## src/rtl/fifo_pkg.sv

```systemverilog
// Shared definitions for the async-FIFO write-side packet producer.
// State encoding, header tag and header-word builder.
package fifo_pkg;

   typedef enum logic [1:0] {
      ST_IDLE = 2'd0,
      ST_HDR  = 2'd1,
      ST_PAY  = 2'd2
   } state_t;

   localparam logic [1:0] HDR_TAG = 2'b10;

   // Tag sits directly above the length field; callers size-cast to DSIZE.
   function automatic logic [31:0] hdr_word(input logic [31:0] len,
                                            input int unsigned lsize);
      logic [31:0] mask;
      mask = (32'd1 << lsize) - 32'd1;
      return (32'(HDR_TAG) << lsize) | (len & mask);
   endfunction

endpackage

```

## src/rtl/sat_counter.sv

```systemverilog
// Saturating up-counter; holds at all-ones.
module sat_counter #(
   parameter int W = 16
) (
   input  logic         wclk,
   input  logic         w_rst,
   input  logic         inc,
   output logic [W-1:0] cnt
);

   always_ff @(posedge wclk or negedge w_rst) begin
      if (!w_rst)
         cnt <= '0;
      else if (inc && !(&cnt))
         cnt <= cnt + W'(1);
   end

endmodule

```

## src/rtl/fifo_pkt_writer.sv

```systemverilog
// Header + payload packet producer feeding an async FIFO write port.
// Length is authoritative; s_last only drives the framing-error flag.
module fifo_pkt_writer
   import fifo_pkg::*;
#(
   parameter int DSIZE = 8,
   parameter int CSIZE = 16
) (
   input  logic                wclk,
   input  logic                w_rst,
   input  logic                cmd_valid,
   output logic                cmd_ready,
   input  logic [DSIZE-3:0]    cmd_len,
   input  logic                s_valid,
   output logic                s_ready,
   input  logic [DSIZE-1:0]    s_data,
   input  logic                s_last,
   input  logic                full,
   output logic                winc,
   output logic [DSIZE-1:0]    wdata,
   output logic                busy,
   output logic                len_err,
   input  logic                err_clr,
   output logic [CSIZE-1:0]    pkt_cnt,
   output logic [CSIZE-1:0]    stall_cnt
);

   localparam int LSIZE = DSIZE - 2;

   state_t           state, nstate;
   logic [LSIZE-1:0] rem, rem_nxt;
   logic [DSIZE-1:0] hdr;
   logic             pkt_inc;
   logic             err_set;
   logic             stall;

   assign hdr  = DSIZE'(hdr_word(32'(rem), LSIZE));
   assign busy = (state != ST_IDLE);

   always_comb begin
      nstate    = state;
      rem_nxt   = rem;
      cmd_ready = 1'b0;
      s_ready   = 1'b0;
      winc      = 1'b0;
      wdata     = '0;
      pkt_inc   = 1'b0;
      err_set   = 1'b0;
      stall     = 1'b0;
      unique case (state)
         ST_IDLE: begin
            cmd_ready = 1'b1;
            if (cmd_valid) begin
               rem_nxt = cmd_len;
               nstate  = ST_HDR;
            end
         end
         ST_HDR: begin
            if (full) begin
               stall = 1'b1;
            end else begin
               winc  = 1'b1;
               wdata = hdr;
               if (rem == '0) begin
                  nstate  = ST_IDLE;
                  pkt_inc = 1'b1;
               end else begin
                  nstate = ST_PAY;
               end
            end
         end
         ST_PAY: begin
            s_ready = !full;
            stall   = s_valid && full;
            if (s_valid && !full) begin
               winc    = 1'b1;
               wdata   = s_data;
               rem_nxt = rem - LSIZE'(1);
               // The final beat must carry s_last; any other beat must not.
               if (rem == LSIZE'(1)) begin
                  nstate  = ST_IDLE;
                  pkt_inc = 1'b1;
                  err_set = !s_last;
               end else begin
                  err_set = s_last;
               end
            end
         end
         default: nstate = ST_IDLE;
      endcase
   end

   always_ff @(posedge wclk or negedge w_rst) begin
      if (!w_rst) begin
         state   <= ST_IDLE;
         rem     <= '0;
         pkt_cnt <= '0;
         len_err <= 1'b0;
      end else begin
         state <= nstate;
         rem   <= rem_nxt;
         if (pkt_inc)
            pkt_cnt <= pkt_cnt + CSIZE'(1);
         if (err_clr)
            len_err <= 1'b0;
         else if (err_set)
            len_err <= 1'b1;
      end
   end

   sat_counter #(.W(CSIZE)) u_stall (
      .wclk  (wclk),
      .w_rst (w_rst),
      .inc   (stall),
      .cnt   (stall_cnt)
   );

endmodule
```

## config.mk

```make
export PLATFORM = sky130hd
export DESIGN_NAME = fifo_pkt_writer
export DESIGN_NICKNAME = d
export VERILOG_FILES = /design/src/rtl/fifo_pkg.sv /design/src/rtl/sat_counter.sv /design/src/rtl/fifo_pkt_writer.sv
export SDC_FILE = /design/constraint.sdc
export NUM_CORES = 1
export LEC_CHECK = 0
export ABC_AREA = 1
export BUFFER_PORTS_ARGS = -buffer_cell sky130_fd_sc_hd__buf_4
export CORE_MARGIN = 2
export CORE_UTILIZATION = 25
export DETAILED_ROUTE_END_ITERATION = 16
export PLACE_DENSITY = 0.47
export SLEW_MARGIN = 20
export SYNTH_ARGS = -nofsm -noshare
export SYNTH_HDL_FRONTEND = slang
export SYNTH_SLANG_ARGS = --single-unit
```

## constraint.sdc

```tcl
create_clock -name wclk -period 1.75 [get_ports wclk]
set_input_delay 0.175 -clock wclk [delete_from_list [all_inputs] [get_ports wclk]]
set_output_delay 0.175 -clock wclk [all_outputs]
set_load 0.02 [all_outputs]
```

# Word level (Yosys, flattened, before mapping)

Index checks and enable logic that the tools add are counted.

Register bits after elaboration: 41
Output and inout bits: 45
Input bits: 21

Mux-type cells: 29
Reductions and logical operators: 14
Eq/ne operators: 7
$add $sub $neg: 3

Operators by type and width:

| cell                    | count |
|---|---|
| $add A16 B1 Y16 const B | 2 |
| $mux W8                 | 2 |
| $pmux W8 S2             | 1 |
| $reduce_and A16 Y1      | 1 |
| $mux W1                 | 14 |
| $mux W6                 | 2 |
| $pmux W6 S2             | 1 |
| $mux W2                 | 5 |
| $ne A2 B2 Y1 const B    | 4 |
| $eq A6 B1 Y1 const B    | 1 |
| $logic_not A6 Y1        | 1 |
| $pmux W1 S2             | 3 |
| $pmux W2 S3             | 1 |
| $reduce_bool A2 Y1      | 3 |
| $sub A6 B1 Y6 const B   | 1 |
| $reduce_and A4 Y1       | 1 |
| $logic_and A1 B1 Y1     | 3 |
| $logic_not A1 Y1        | 3 |
| $reduce_and A3 Y1       | 1 |
| $eq A2 B1 Y1 const B    | 1 |
| $eq A2 B2 Y1 const B    | 1 |
| $logic_not A2 Y1        | 1 |

# Longest topological paths before layout

Gate-level depths: netlist (run 1).

Depth after elaboration: 6
Depth in mapped cells: 11
Mapped depth without buffers: 11

# By module

A second synthesis (run 1) with hierarchy kept.

Cells, all modules: 425
Area, all modules: 2,852.7 um2

Modules (own cells, without submodules):

| module          | cells each | area an instance (um2) | sequential area each (um2) | times used |
|---|---|---|---|---|
| fifo_pkt_writer | 267        | 1,800.5                | 625.6                      | 1 |
| sat_counter     | 158        | 1,052.3                | 400.4                      | 1 |

# Worst setup path after synthesis (run 1)

OpenSTA, ideal clock, no wires.

Path type: flip-flop to flip-flop
Start: reg u_stall.cnt[0]
End: reg u_stall.cnt[5]
Data arrival time: 1.533 ns
Stages on the path, launching flop included: 10
Path buffers: 1
Required time: 1.633 ns
Setup slack: 0.099 ns
Period minus slack after synthesis: 1.651 ns
Path through: dfrtp_1 -> ha_1 -> inv_1 -> nor2_4 -> nand2_2 -> nor2_2 -> nor2_2 -> buf_4 -> nand3_1 -> nand2_1

Cells in the longest elaborated chain, start to end: 3
Elaborated cells on any way between the ends: 4
Those cells by class: 1 x add/sub; 3 x reduce/logical

RTL lines:

| item                                                    | line              | source |
|---|---|---|
| start, declared                                         | sat_counter.sv:8  | `output logic [W-1:0] cnt` |
| start signal, assigned                                  | sat_counter.sv:15 | `cnt <= cnt + W'(1);` |
| branches (longest 3 deep; another with $add A16 B1 Y16) | n/a               |  |

Parallel ways; which one is timed is not known.
A chain may end at the register's enable or synchronous reset.

# Final worst setup path (run 1)

Start: reg state[1]
End: out wdata[3]

Cells in the longest elaborated chain, start to end: 2
Elaborated cells on any way between the ends: 3
Those cells by class: 2 x eq/ne; 1 x mux

RTL lines:

| item                                                | line                   | source |
|---|---|---|
| start, declared                                     | fifo_pkt_writer.sv:30  | `state_t state, nstate;` |
| start signal, assigned                              | fifo_pkt_writer.sv:100 | `state <= nstate;` |
| $eq A2 B2 Y1 / $eq A2 B1 Y1 (equally long branches) | fifo_pkt_writer.sv:50  | `unique case (state)` |
| $pmux W8 S2 (*)                                     | fifo_pkt_writer.sv:50  |  |
| end, declared                                       | fifo_pkt_writer.sv:20  | `output logic [DSIZE-1:0] wdata,` |

Mark *: on every way between the ends. The rest lies on a longest branch, timed or not.

==> impl_metrics.env, run 1 <==
export IMPL_status="finished, violations left"
export IMPL_violated_checks="negative setup slack"
export IMPL_sink_count=41
export IMPL_die_area_sq_um=12200
export IMPL_timing_critical_path_cells="inv_2 > ha_4 > inv_1 > nor2_4 > buf_12 > nand2_1 > a21oi_2 > buf_4"
export IMPL_post_route_period_util_pct=101
export IMPL_min_delay_worst_endpoint="len_err$_DFFE_PN0P_"
export IMPL_share_of_post_route_cells_with_drive_strength_above_1_pct=26.7
export IMPL_setup_ws_ns=-0.0203
export IMPL_power_sequential_fraction_pct=28.2
export IMPL_cts_reportedPaths_clkPinSlew_ns=0.07
export IMPL_worstSetupStartpointType="register"
export IMPL_hold_removal_path_class="input port to register"
export IMPL_synthTopCellsByArea="dfrtp_1 36%, nand2_1 24%, inv_1 5.6%"
export IMPL_finalHoldViolCount=0
export IMPL_grt_setup_unrepaired="true"
export IMPL_synth_enable_flop_cells=0
export IMPL_syn_mean_instance_area_sq_um=6.76
export IMPL_yosysWarnings=0
export IMPL_std_cell_rows=38
export IMPL_data_arrival_at_the_endpoint_of_the_critical_path_ns=1.60
export IMPL_critical_path_max_stage_delay_ns=0.40
export IMPL_tritoncts_buffers=5
export IMPL_multi_input_area_sq_um=1670
export IMPL_power_report_internal_total_mw=2.97
export IMPL_grt_max_degree=42
export IMPL_power_density_cell_area_nw_per_um2=1250
export IMPL_insertion_delay_ns=0.28
export IMPL_dieHeight_um=110
export IMPL_seqCellArea_sq_um=1030
export IMPL_fraction_of_power_consumed_by_the_clock_network_pct=24.5
export IMPL_io_pin_count=66
export IMPL_measured_slew_at_the_worst_slew_check_pin_ns=0.585
export IMPL_synthesis_nets=446
export IMPL_synth_cells_most_frequent="181 x nand2_1, 42 x inv_1, 42 x nor2_1, 41 x dfrtp_1, 21 x nand3_1"
export IMPL_regToRegEndpoint="u_stall.cnt[2]$_DFFE_PN0P_"
export IMPL_finClkSkew_ns=0.00502
export IMPL_antenna_violations_before_repair=0
export IMPL_cts_tree="built"
export IMPL_vias_post_dr=2832
export IMPL_rrSetupSlack_ns=0.07
export IMPL_netSwitchingPower_mw=2.03
export IMPL_grt_first_pass_wirelength_um=13000
export IMPL_post_synth_num_cell_types=27
export IMPL_grt_pass1_vias=2765
export IMPL_power_leakage_nw=1.94
export IMPL_maxCapViolCount=0
export IMPL_crit_path_end_kind="primary output"
export IMPL_critPathMaxFanout=7
export IMPL_number_of_filler_cells_placed_in_the_layout=1188
export IMPL_power_combinational_fraction_pct=47.3
export IMPL_synthDominantCellAreaShare_pct=36.3
export IMPL_fmax_mhz=565
export IMPL_setup_viol_count_final=6
export IMPL_vdd_drop_max_v=0.000426
export IMPL_cts_buffer_depth=2
export IMPL_cts_htree_levels=2
export IMPL_core_area_sq_um=10900
export IMPL_timing_hold_worst_start="err_clr"
export IMPL_drt_first_pass_iters=4
export IMPL_postRouteWirelength_um=7720
export IMPL_hold_depth=2
export IMPL_timing_worst_setup_path_type="register to primary output"
export IMPL_finalPower_mw=4.99
export IMPL_sequential_fraction_of_the_synthesis_area_pct=36.3
export IMPL_post_drt_via_cell_ratio=4.34
export IMPL_port_buffer_count=65
export IMPL_hpwl_um=5730
export IMPL_globalRouteOverflowTotal=0
export IMPL_async_flop_share_pct=100
export IMPL_finalWorstPathRequiredPeriod_ns=1.77
export IMPL_postSynthRegisterBits=41
export IMPL_gp_routability_congestion=0.787
export IMPL_clock_root_buffer="clkbuf_16"
export IMPL_cell_area_synth_sq_um=2820
export IMPL_place_area_sq_um=3600
export IMPL_netlist_instances=418
export IMPL_max_slew_margin_pct=61.0
export IMPL_dieWidth_um=110
export IMPL_final_net_count=540
export IMPL_ys_dominant_reg_cell="dfrtp_1"
export IMPL_launch_instance_of_the_worst_register_to_register_path="state[0]$_DFFE_PN0P_"
export IMPL_synth_top_area_cell="dfrtp_1"
export IMPL_diodes=0
export IMPL_initialDrtViolationCount=128
export IMPL_route_detailed_drc=0
export IMPL_floorplan_initialDensity_pct=25.8
export IMPL_post_place_ws_ns=0.101
export IMPL_grt_total_usage_pct=13.5
export IMPL_synthMostInstantiatedCell="nand2_1"
export IMPL_crit_path_top_delay_cell="dfrtp_1"
export IMPL_detail_route_wl_per_cell_um=11.8
export IMPL_flow_area_growth_from_synthesis_pct=41.1
export IMPL_maxSlewViolCount=0
export IMPL_switching_share_pct=40.6
export IMPL_antenna_left=0
export IMPL_final_design_area_no_fill_sq_um=3980
export IMPL_r2r_worst_path_cells=10
export IMPL_required_ns=1.57
[per-layer routing]
metal / up-vias / global-route usage, % / routed length [um]
met5: - / 0 / 0
met4: 0 / 2.41 / 50
met3: 2 / 2.41 / 339
met2: 57 / 23.2 / 3670
met1: 1279 / 18.0 / 3660
li1: 1494 / - / -
[layout make-up]
type | count | share of cell area [%]
flip-flops and latches | 41 | 25.8
well taps | 140 | 4.40
repair buffers | 93 | 19.0
clock buffers | 5 | 3.14
multi-input cells | 328 | 41.9
inverters | 43 | 4.21
clock inverters | 3 | 1.63
[worst max-delay path by stage]
stage,from,endpoint
2_1_floorplan,u_stall.cnt[0]$_DFFE_PN0P_,u_stall.cnt[5]$_DFFE_PN0P_
3_3_place_gp,state[0]$_DFFE_PN0P_,u_stall.cnt[2]$_DFFE_PN0P_
3_5_place_dp,rem[1]$_DFFE_PN0P_,pkt_cnt[14]$_DFFE_PN0P_
4_1_cts,state[0]$_DFFE_PN0P_,wdata[3]
5_1_grt,state[1]$_DFFE_PN0P_,wdata[5]
6_report,state[1]$_DFFE_PN0P_,wdata[3]
[power by group through the flow]
stage / registers [mW] / logic, mW / clock network (mW)
after global placement: 1.42 / 2.03 / 0
after global routing: 1.45 / 2.62 / 1.29
after floorplan: 1.50 / 1.15 / 0
after detailed placement: 1.43 / 2.03 / 0
after CTS: 1.41 / 2.21 / 1.25
final: 1.41 / 2.36 / 1.22
[cells by family (layout without fill, tap and decap cells)]
family / after synthesis / count (layout) / share of synthesized area [%]
AO/OA/AOI/OAI: 37 / 37 / 7.58
XOR/XNOR: 15 / 15 / 4.65
adder cells (fa/ha/maj): 7 / 7 / 3.10
buffers and inverters: 49 / 144 / 7.71
flip-flops: 41 / 41 / 36.3
AND/OR/NAND/NOR: 269 / 269 / 40.6
[placed cells by master (no fill, tap or decap), types with 2 or more instances in the layout]
master and count:
o21ai_0 18, dfrtp_1 41, clkbuf_16 5, bufinv_16 2
nor2_1 42, a21oi_1 2, nand2_4 2, nor2_2 4
nand4_1 9, inv_2 3, buf_4 84, nand2_2 4
xnor2_1 6, nor2_4 3, o21ai_1 6, nand3_1 21
buf_12 3, ha_4 3, a21oi_2 6, ha_1 4
o21ai_2 2, buf_6 5, nand3_4 2, nand2_1 179
xor2_1 9, a21oi_4 2, inv_1 38
[through the flow]
step	setup TNS, ns	std cells	hold WS [ns]	utilization [%]
after floorplan	0	418	-0.121	-
final	-0.0723	653	0.0503	36.4
after CTS	-0.319	650	0.0477	35.6
after global routing	-1.25	653	0.0504	36.4
after detailed placement	0	635	0.226	33.0
after global placement	0	635	0.217	33.0
[sequential cells by signal, indices dropped and copies added (netlist names)]
name / cells
len_err: 1
pkt_cnt: 16
rem: 6
state: 2
u_stall.cnt: 16
[worst max-delay path, delay by kind of cell (launching register included)]
| kind | cells | cell delay (ns) |
|---|---|---|
| fa+ha+maj | 1 | 0.14 |
| flops | 1 | 0.40 |
| compound gates | 1 | 0.13 |
| simple gates | 2 | 0.18 |
| buf+inv | 4 | 0.45 |
[timing repair]
item / 4_1_cts / 5_1_grt
endpoints found under the hold margin: 41 / 0
hold buffers: 1 / 0
gates resized for setup: 13 / 16
pin swaps: 6 / 7
endpoints found under the setup margin: 8 / 31
setup buffers: 6 / 3
No activity file was read; power rests on OpenSTA's default activity.
==> inputs of run 2 (changes only) <==
- REMOVE_ABC_BUFFERS: default -> 1
==> impl_metrics.env, run 2 (synthesis results as in run 1) <==
export IMPL_post_drt_via_cell_ratio=4.45
export IMPL_power_density_cell_area_nw_per_um2=1180
export IMPL_vias_post_dr=2911
export IMPL_power_report_internal_total_mw=2.64
export IMPL_std_cell_rows=38
export IMPL_cts_htree_levels=2
export IMPL_tritoncts_buffers=5
export IMPL_fraction_of_power_consumed_by_the_clock_network_pct=19.7
export IMPL_gp_routability_congestion=0.764
export IMPL_power_combinational_fraction_pct=50.0
export IMPL_postRouteWirelength_um=7850
export IMPL_route_detailed_drc=0
export IMPL_critPathMaxFanout=3
export IMPL_grt_total_usage_pct=13.5
export IMPL_timing_critical_path_cells="inv_2 > ha_4 > nand2_4 > buf_4 > nand2_1 > nand3_1 > nor2_1 > buf_4"
export IMPL_setup_ws_ns=-0.00490
export IMPL_critical_path_top_delay_family="flip-flops"
export IMPL_critical_path_max_stage_delay_ns=0.40
export IMPL_switching_share_pct=43.3
export IMPL_worstSetupStartpointType="register"
export IMPL_netSwitchingPower_mw=2.02
export IMPL_hold_removal_path_class="input port to register"
export IMPL_final_net_count=541
export IMPL_grt_max_degree=42
export IMPL_antenna_violations_before_repair=0
export IMPL_post_place_ws_ns=0.120
export IMPL_grt_pass1_vias=2757
export IMPL_dieHeight_um=110
export IMPL_violated_checks="negative setup slack"
export IMPL_port_buffer_count=65
export IMPL_cts_reportedPaths_clkPinSlew_ns=0.06
export IMPL_finalWorstPathRequiredPeriod_ns=1.75
export IMPL_rrSetupSlack_ns=0.09
export IMPL_hpwl_um=5840
export IMPL_crit_path_top_delay_cell="dfrtp_1"
export IMPL_insertion_delay_ns=0.28
export IMPL_die_area_sq_um=12200
export IMPL_maxCapViolCount=0
export IMPL_sink_count=41
export IMPL_required_ns=1.57
export IMPL_layout_cells_most_common="nand2_1"
export IMPL_critical_path_most_common_cell="buf_4"
export IMPL_initialDrtViolationCount=206
export IMPL_power_sequential_fraction_pct=30.3
export IMPL_finalHoldViolCount=0
export IMPL_detail_route_wl_per_cell_um=12.0
export IMPL_power_leakage_nw=1.93
export IMPL_max_slew_margin_pct=62.4
export IMPL_cts_buffer_depth=2
export IMPL_globalRouteOverflowTotal=0
export IMPL_place_area_sq_um=3600
export IMPL_finClkSkew_ns=0.00761
export IMPL_instances_no_fill=654
export IMPL_measured_slew_at_the_worst_slew_check_pin_ns=0.564
export IMPL_data_arrival_at_the_endpoint_of_the_critical_path_ns=1.58
export IMPL_flow_area_growth_from_synthesis_pct=40.4
export IMPL_setup_viol_count_final=1
export IMPL_cts_tree="built"
export IMPL_utilization_pct=36.2
export IMPL_largest_registers_in_the_final_layout="pkt_cnt: 16 flops, u_stall.cnt: 16 flops, rem: 6 flops"
export IMPL_placed_cells=636
export IMPL_grt_setup_unrepaired="true"
export IMPL_core_area_sq_um=10900
export IMPL_finalPower_mw=4.66
export IMPL_path_buf_inv=3
export IMPL_timing_worst_setup_path_type="register to primary output"
export IMPL_crit_path_end_kind="primary output"
export IMPL_post_route_period_util_pct=100
export IMPL_maxSlewViolCount=0
export IMPL_vdd_drop_max_v=0.000505
export IMPL_most_frequent_cells_in_the_layout="176 x nand2_1, 85 x buf_4, 41 x dfrtp_1"
export IMPL_diodes=0
export IMPL_grt_first_pass_wirelength_um=13000
export IMPL_antenna_left=0
export IMPL_status="finished, violations left"
export IMPL_floorplan_initialDensity_pct=25.8
export IMPL_io_pin_count=66
export IMPL_totalNegativeSetupSlack_ns=-0.00490
export IMPL_drt_first_pass_iters=4
export IMPL_worst_hold_slack_ns=0.0502
export IMPL_final_design_area_no_fill_sq_um=3960
export IMPL_fmax_mhz=570
export IMPL_dieWidth_um=110
export IMPL_clock_root_buffer="clkbuf_16"
export IMPL_share_of_post_route_cells_with_drive_strength_above_1_pct=28.4
[run 2: worst paths after layout]
kind,endpoint,depth (start not counted),startpoint
setup / recovery,wdata[7],8,state[0]$_DFFE_PN0P_
hold / removal,len_err$_DFFE_PN0P_,2,err_clr
setup reg to reg,rem[3]$_DFFE_PN0P_,10,state[1]$_DFFE_PN0P_
hold reg to reg,pkt_cnt[15]$_DFFE_PN0P_,2,pkt_cnt[15]$_DFFE_PN0P_
max in group asynchronous,u_stall.cnt[12]$_DFFE_PN0P_,2,w_rst
min in group asynchronous,u_stall.cnt[11]$_DFFE_PN0P_,2,w_rst
[run 2: area by class of cell]
type                    instances  area, sq um
clock buffers                   5          125
clock inverters                 3         17.5
fillers                      1222         6970
inverters                      43          164
multi-input cells             328         1690
flip-flops and latches         41         1030
well taps                     140          175
repair buffers                 94          769
[run 2: repair_timing]
action	in CTS	in global routing
gates cloned	0	1
hold buffers	1	0
setup buffers	6	2
endpoints found under the setup margin	7	32
pin swaps	9	8
resized for setup	23	15
hold endpoints to repair	41	0
[run 2: worst reg2reg max path, cell delays in order, from the launching register on]
cell	delay (ns)
dfrtp_1	0.41
buf_6	0.13
ha_4	0.16
buf_4	0.13
buf_6	0.13
inv_4	0.06
buf_6	0.09
buf_4	0.15
a21oi_1	0.05
o21ai_0	0.17
nand2_1	0.06
[run 2: routing by layer]
metal / up-vias / global-route usage, % / wire length [um]
met4: 0 / 2.95 / 76
li1: 1496 / - / -
met2: 60 / 23.8 / 3870
met1: 1349 / 17.4 / 3590
met3: 6 / 2.12 / 302
met5: - / 0 / 0
[run 2: power by group through the flow]
stage / Combinational, mW / Clock (mW) / Sequential, mW
6_report: 2.33 / 0.917 / 1.41
3_5_place_dp: 2.02 / 0 / 1.43
4_1_cts: 2.20 / 0.949 / 1.41
3_3_place_gp: 2.00 / 0 / 1.42
2_1_floorplan: 1.10 / 0 / 1.49
5_1_grt: 2.62 / 0.982 / 1.45
